**src/rtl/dragon_pkg.sv**
```systemverilog
// Shared definitions for the DragonHead datapath and its mode controller:
// behaviour-state encoding, field widths and location packing helpers.
// Location packing is {x[7:4], y[3:0]}.
package dragon_pkg;

  localparam int LOC_W = 8;
  localparam int LEN_W = 4;
  localparam int DIR_W = 2;

  // Encoding is visible to DragonHead, so values are fixed.
  typedef enum logic [1:0] {
    ST_CONTEST = 2'b00,
    ST_RETREAT = 2'b01,
    ST_SCATTER = 2'b10,
    ST_DEAD    = 2'b11
  } bstate_e;

  localparam logic [LEN_W-1:0] LEN_MAX = '1;

  function automatic logic [3:0] loc_x(input logic [LOC_W-1:0] loc);
    return loc[7:4];
  endfunction

  function automatic logic [3:0] loc_y(input logic [LOC_W-1:0] loc);
    return loc[3:0];
  endfunction

  function automatic logic [LOC_W-1:0] loc_pack(input logic [3:0] x,
                                                input logic [3:0] y);
    return {x, y};
  endfunction

  // Saturating increment for body length.
  function automatic logic [LEN_W-1:0] len_inc(input logic [LEN_W-1:0] len);
    return (len == LEN_MAX) ? len : len + 1'b1;
  endfunction

endpackage

```
**src/rtl/dragon_mode_ctrl_frame_divider.sv**
```systemverilog
// Move-pacing divider: counts 0..MOVE_DIV-1 while enabled and raises wrap
// (combinationally) on the frame the count rolls over. A synchronous clear
// restarts the count and suppresses wrap for that frame.
module frame_divider #(
  parameter int MOVE_DIV = 2
) (
  input  logic frame_clk,
  input  logic rst,
  input  logic en,
  input  logic clr,
  output logic wrap
);

  localparam logic [3:0] CNT_MAX = 4'(MOVE_DIV - 1);

  logic [3:0] cnt_q, cnt_d;

  // Next count and wrap strobe.
  always_comb begin
    cnt_d = cnt_q;
    wrap  = 1'b0;
    if (clr) begin
      cnt_d = '0;
    end else if (en) begin
      if (cnt_q >= CNT_MAX) begin
        cnt_d = '0;
        wrap  = 1'b1;
      end else begin
        cnt_d = cnt_q + 1'b1;
      end
    end
  end

  // Count register.
  always_ff @(posedge frame_clk or posedge rst) begin
    if (rst) cnt_q <= '0;
    else     cnt_q <= cnt_d;
  end

endmodule

```
**src/rtl/dragon_mode_ctrl.sv**
```systemverilog
// Behaviour-state scheduler for DragonHead. Owns the CONTEST / RETREAT /
// SCATTER / DEAD sequence, mode timer, body length and move pacing.
// Optional feature: define DRAGON_REGEN_EN to regrow one body segment every
// REGEN_FRAMES hurt-free frames spent in CONTEST.
module dragon_mode_ctrl
  import dragon_pkg::*;
#(
  parameter int               RETREAT_FRAMES = 12,
  parameter int               SCATTER_FRAMES = 8,
  parameter int               MOVE_DIV       = 2,
  parameter int               INIT_LENGTH    = 3,
  parameter logic [LOC_W-1:0] HOME_LOC       = 8'h00,
  parameter int               REGEN_FRAMES   = 32
) (
  input  logic             frame_clk,
  input  logic             rst,
  input  logic             start,
  input  logic             hurt_pulse,
  input  logic             sheep_eaten,
  input  logic             game_over,
  input  logic [LOC_W-1:0] head_location,
  output logic [1:0]       behaviour_state,
  output logic             move_en,
  output logic [LEN_W-1:0] body_length,
  output logic             dragon_hurt,
  output logic             dragon_win
);

  // Catch out-of-range configurations at elaboration.
  if (RETREAT_FRAMES < 1 || RETREAT_FRAMES > 255) begin : g_bad_retreat
    $error("dragon_mode_ctrl: RETREAT_FRAMES out of range");
  end
  if (SCATTER_FRAMES < 1 || SCATTER_FRAMES > 255) begin : g_bad_scatter
    $error("dragon_mode_ctrl: SCATTER_FRAMES out of range");
  end
  if (MOVE_DIV < 1 || MOVE_DIV > 15) begin : g_bad_div
    $error("dragon_mode_ctrl: MOVE_DIV out of range");
  end
  if (INIT_LENGTH < 1 || INIT_LENGTH > 15) begin : g_bad_len
    $error("dragon_mode_ctrl: INIT_LENGTH out of range");
  end
  if (REGEN_FRAMES < 1 || REGEN_FRAMES > 255) begin : g_bad_regen
    $error("dragon_mode_ctrl: REGEN_FRAMES out of range");
  end

  localparam logic [LEN_W-1:0] INIT_LEN  = LEN_W'(INIT_LENGTH);
  localparam logic [7:0]       RET_LOAD  = 8'(RETREAT_FRAMES);
  localparam logic [7:0]       SCAT_LOAD = 8'(SCATTER_FRAMES);

  bstate_e          state_q, state_d;
  logic [LEN_W-1:0] len_q, len_d;
  logic [7:0]       timer_q, timer_d;
  logic             move_en_q, move_en_d;
  logic             hurt_q, hurt_d;
  logic             win_q, win_d;
  logic             at_home;
  logic             div_en, div_clr, div_wrap;
`ifdef DRAGON_REGEN_EN
  logic [7:0]       regen_q, regen_d;
`endif

  // Home match compares both packed coordinates.
  assign at_home = (loc_x(head_location) == loc_x(HOME_LOC)) &&
                   (loc_y(head_location) == loc_y(HOME_LOC));

  // Divider runs only in the paced states and restarts on any state change,
  // so the first pulse lands MOVE_DIV frames after entering the state.
  assign div_en  = (state_q == ST_CONTEST) || (state_q == ST_SCATTER);
  assign div_clr = (state_d != state_q);

  frame_divider #(.MOVE_DIV(MOVE_DIV)) u_div (
    .frame_clk (frame_clk),
    .rst       (rst),
    .en        (div_en),
    .clr       (div_clr),
    .wrap      (div_wrap)
  );

  // Next-state, body length and mode timer, in event priority order.
  always_comb begin
    state_d = state_q;
    len_d   = len_q;
    timer_d = timer_q;
    if (game_over) begin
      state_d = ST_DEAD;
    end else begin
      case (state_q)
        ST_DEAD: begin
          if (start) begin
            state_d = ST_CONTEST;
            len_d   = INIT_LEN;
          end
        end
        ST_CONTEST, ST_SCATTER: begin
          if (hurt_pulse) begin
            // Hurt wins over a same-frame sheep_eaten.
            if (len_q <= 1) begin
              state_d = ST_DEAD;
              len_d   = '0;
            end else begin
              state_d = ST_RETREAT;
              len_d   = len_q - 1'b1;
              timer_d = RET_LOAD;
            end
          end else if (state_q == ST_CONTEST) begin
            if (sheep_eaten) begin
              state_d = ST_SCATTER;
              len_d   = len_inc(len_q);
              timer_d = SCAT_LOAD;
            end
          end else begin
            timer_d = timer_q - 1'b1;
            if (timer_q <= 8'd1) state_d = ST_CONTEST;
          end
        end
        ST_RETREAT: begin
          // Invulnerable: hurt and sheep are ignored.
          timer_d = timer_q - 1'b1;
          if (timer_q <= 8'd1 || at_home) state_d = ST_CONTEST;
        end
        default: state_d = ST_DEAD;
      endcase
    end
`ifdef DRAGON_REGEN_EN
    // Regen counts only frames that stay in CONTEST without a hurt;
    // any other frame clears it.
    regen_d = '0;
    if (state_q == ST_CONTEST && state_d == ST_CONTEST && !hurt_pulse) begin
      if (regen_q >= 8'(REGEN_FRAMES - 1)) begin
        len_d = len_inc(len_q);
      end else begin
        regen_d = regen_q + 1'b1;
      end
    end
`endif
  end

  // Registered outputs derived from the next state.
  always_comb begin
    hurt_d    = (state_d == ST_RETREAT);
    win_d     = (state_d == ST_SCATTER);
    move_en_d = 1'b0;
    case (state_d)
      ST_RETREAT:             move_en_d = 1'b1;
      ST_CONTEST, ST_SCATTER: move_en_d = (state_d == state_q) && div_wrap;
      default:                move_en_d = 1'b0;
    endcase
  end

  // State and output registers.
  always_ff @(posedge frame_clk or posedge rst) begin
    if (rst) begin
      state_q   <= ST_DEAD;
      len_q     <= INIT_LEN;
      timer_q   <= '0;
      move_en_q <= 1'b0;
      hurt_q    <= 1'b0;
      win_q     <= 1'b0;
`ifdef DRAGON_REGEN_EN
      regen_q   <= '0;
`endif
    end else begin
      state_q   <= state_d;
      len_q     <= len_d;
      timer_q   <= timer_d;
      move_en_q <= move_en_d;
      hurt_q    <= hurt_d;
      win_q     <= win_d;
`ifdef DRAGON_REGEN_EN
      regen_q   <= regen_d;
`endif
    end
  end

  assign behaviour_state = state_q;
  assign body_length     = len_q;
  assign move_en         = move_en_q;
  assign dragon_hurt     = hurt_q;
  assign dragon_win      = win_q;

endmodule

```
**config.mk**
```make
export PLATFORM = sky130hd
export DESIGN_NAME = dragon_mode_ctrl
export DESIGN_NICKNAME = d
export VERILOG_FILES = /design/src/rtl/dragon_pkg.sv /design/src/rtl/dragon_mode_ctrl_frame_divider.sv /design/src/rtl/dragon_mode_ctrl.sv
export SDC_FILE = /design/constraint.sdc
export NUM_CORES = 1
export LEC_CHECK = 0
export CAP_MARGIN = 10
export CORE_MARGIN = 5
export CORE_UTILIZATION = 30
export CTS_BUF_LIST = sky130_fd_sc_hd__clkbuf_2 sky130_fd_sc_hd__clkbuf_4 sky130_fd_sc_hd__clkbuf_8
export DETAILED_ROUTE_END_ITERATION = 10
export SYNTH_ARGS = -nofsm -noshare
export SYNTH_HDL_FRONTEND = slang
export SYNTH_SLANG_ARGS = --single-unit
```
**constraint.sdc**
```tcl
create_clock -name frame_clk -period 2.8 [get_ports frame_clk]
set_input_delay 0.28 -clock frame_clk [delete_from_list [all_inputs] [get_ports frame_clk]]
set_output_delay 0.28 -clock frame_clk [all_outputs]
set_load 0.02 [all_outputs]
```
==> results.md <==
- Number of vias after detailed routing: 1189
- Vertical die dimension: 79.6 um
- Layout cells sized above 1: 0.121
- Count of buffers added by post-CTS timing repair for setup: 0
- Final Setup Violations: 0
- Count of cell types in the netlist: 51
- Worst-path fanout max: 7
- Sum of overflow across all layers after global routing: 0
- Number of ports placed on the die boundary: 23
- Cell row count: 25
- Power Density: 742 nW/um2
- Max_cap viols: 0
- Setup repair after global routing missed its margin: false
- Area occupied by multi-input gates: 806 um2
- Number of enable-type register cells in the synthesized netlist: 0
- CTS HTree Levels: 1
- Max Clock Skew: 0.00902 ns
- Type of the worst setup path: reg2reg
- Biggest area contributors in the synthesized netlist: dfrtp_1 29%, dfstp_2 7.2%, ha_1 6.9%, a21oi_1 3.1%, nor3_1 3.1%
- Number of nets in the finished design: 197
- Worst-path clk slew: 0.08 ns
- Placed cell count: 237
- Hpwl dp: 2450 um
- Final-report max-slew violation count: 0
- Effective utilization at floorplan: 0.308
- Total routed wirelength: 3210 um
- Die outline area: 6330 um2
- Gate count of the mapped netlist: 154
- Syn avg cell area: 9.43 um2
- Launch point of the critical path: body_length[0]$_DFFE_PP1P_
- Required arrival time at the worst endpoint: 3.01 ns
- Tightest Hold Check Type: in2async
- Flop and latch count out of synthesis: 21
- Kind of start point of the critical path: flip-flop
- Post-CTS Hold Fix Bufs: 0
- Endpoints failing hold: 0
- 1st-pass router iterations: 4
- Net count after synthesis: 176
- Share of synthesized registers carrying an async set or reset: 1.00
- Shortest period the worst path allows: 2.28 ns
- Max Root-Sink Buffers: 2
- Final worst-path cycle share: 0.815
- Via count of the first global-routing pass: 1093
- Root Buffer Master: clkbuf_8
- FF-to-FF Start: body_length[0]$_DFFE_PP1P_
- Remaining max-slew budget at the tightest pin: 0.449
- Share of synthesized area occupied by flip-flops and latches: 0.365
- Number of clock sinks seen by CTS: 21
- Area share of the largest cell type after synthesis: 0.293
- Die Wd: 79.6 um
- Max Freq: 0.438 GHz
- Worst Tran Pin Value: 0.825 ns
- Global-route wire length before repair: 5360 um
- Nature of the critical path endpoint: flip-flop
- Post-cts resize count: 0
- Arrival @ worst endpoint: 2.49 ns
- Footprint of the flip-flops and latches: 531 um2
- Post-route DRC violation count: 0
- Clock tree from TritonCTS: yes
- Global router's overall resource usage: 0.106
- Post-Layout Cell Count: 241
- Skew-Pair Late Insertion Delay: 0.26 ns
- Initial DRC count: 54
- Average wire per cell in the routed design: 13.3 um
- Top_reg_cell synth: dfrtp_1
- Area of the mapped netlist: 1450 um2
- Count of synthesis-stage warnings from yosys: 0
- Synth-to-layout area growth: 20.0%
- Placer Congestion: 0.725
- Antenna violations before repair: 0
- Pin count of the biggest net entering global routing: 22
- Setup tns final: 0 ns
- Number of buffers inserted during clock tree synthesis: 3
- Result of the run: complete, no violations
- Static leakage power: 0.709 nW
- Core area: 4720 um2
- Antenna Diode Count: 0
- Post-detailed-route count of antenna-violating nets: 0
- Worst IR drop on VDD: 260 uV
- Vias per inst: 4.93
- Library cell with the largest summed area after synthesis: dfrtp_1
- Count of buffers inserted at the top-level ports: 22
- Fill cell count: 485
- FF-to-FF path depth: 7
cell usage after synthesis, types with 3 or more instances:
master and count:
dfrtp_1 17, nor3_1 9, o21ai_0 6, nor2_1 8, ha_1 8, buf_6 3, a21oi_1 9, nand2_1 12
a211oi_1 3, inv_1 10, clkbuf_1 3, dfstp_2 4, a31oi_1 4, nor4_1 4, o21ai_1 9
final cells by class:
type | count | area share
timing repair buffer | 24 | 0.135
clock inverter | 1 | 0.00287
sequential | 21 | 0.304
inverter | 11 | 0.0237
clock buffer | 3 | 0.0237
tap | 67 | 0.0481
multi-input combinational | 114 | 0.462
stage by stage:
step | util | power [mW] | hold WS [ns] | cell area (um2) | worst slack, ns
final | 0.369 | 1.29 | 0.479 | 1740 | 0.518
after global routing | 0.369 | 1.39 | 0.533 | 1740 | 0.376
after CTS | 0.369 | 1.31 | 0.522 | 1740 | 0.507
after detailed placement | 0.359 | 1.10 | 0.510 | 1700 | 0.527
after global placement | 0.359 | 1.09 | 0.514 | 1700 | 0.524
after floorplan | - | 0.936 | 0.254 | 1450 | 0.548
kinds of logic (layout without fill, tap and decap cells):
logic type                 after synthesis  in the layout  share of synthesized area
and+or+nand+nor                         54             54                      0.226
AOI/OAI and AO/OA                       49             49                      0.239
DFF                                     21             21                      0.365
buffers and inverters                   19             39                     0.0801
adders and majority gates                8              8                     0.0689
muxes                                    2              2                     0.0146
xor gates and xnor gates                 1              1                    0.00603
report_power, final:
part           switching, mW  internal [mW]  total, mW
Clock                  0.104         0.0992      0.203
Sequential             0.138          0.401      0.538
Combinational          0.299          0.253      0.552
Total                  0.541          0.753       1.29
per-layer routing:
metal | track usage | up-vias | routed length, um
met2 | 0.166 | 19 | 1490
met1 | 0.144 | 559 | 1520
met3 | 0.0293 | 2 | 181
met4 | 0.0258 | 0 | 15
li1 | - | 609 | -
met5 | 0 | - | 0
final timing paths:
check	end	slack (ns)
setup / recovery	u_div.cnt_q[1]$_DFFE_PP0P_	0.52
hold / removal	move_en$_DFF_PP0_	0.48
setup reg to reg	u_div.cnt_q[1]$_DFFE_PP0P_	0.52
hold reg to reg	timer_q[6]$_DFFE_PP0P_	0.52
max in group asynchronous	body_length[3]$_DFFE_PP0P_	1.80
min in group frame_clk	timer_q[6]$_DFFE_PP0P_	0.52
sequential cells by signal, indices dropped and copies added, names as in the netlist:
signal / cells
behaviour_state: 2
body_length: 4
dragon_hurt: 1
dragon_win: 1
move_en: 1
timer_q: 8
u_div.cnt_q: 4
critical path, stage by stage (launching register included):
cell,delay [ns]
dfstp_2,0.60
inv_1,0.07
ha_1,0.23
or2_1,0.30
a2111o_1,0.44
a311o_1,0.33
nand2_1,0.11
a22o_1,0.15
cells in the final DEF, fill, tap and decap left out, types with 2 or more instances in the layout:
cell type | synthesis | routed
dfstp_2 | 4 | 4
and2_1 | 2 | 2
a22o_1 | 2 | 2
clkdlybuf4s50_1 | 0 | 22
dfrtp_1 | 17 | 17
inv_1 | 10 | 10
o211ai_1 | 2 | 2
nor2_1 | 8 | 8
nand2_1 | 12 | 12
a31oi_1 | 4 | 4
nand3b_1 | 2 | 2
o21ai_0 | 6 | 6
o21ai_1 | 9 | 9
clkbuf_8 | 0 | 3
o221ai_2 | 2 | 2
nor3_1 | 9 | 9
nor3b_1 | 2 | 2
nor2b_1 | 2 | 2
nor4_1 | 4 | 4
ha_1 | 8 | 8
a211oi_1 | 3 | 3
buf_4 | 0 | 2
a211o_1 | 2 | 2
a21oi_1 | 9 | 9
No activity file was read; power rests on OpenSTA's default activity.
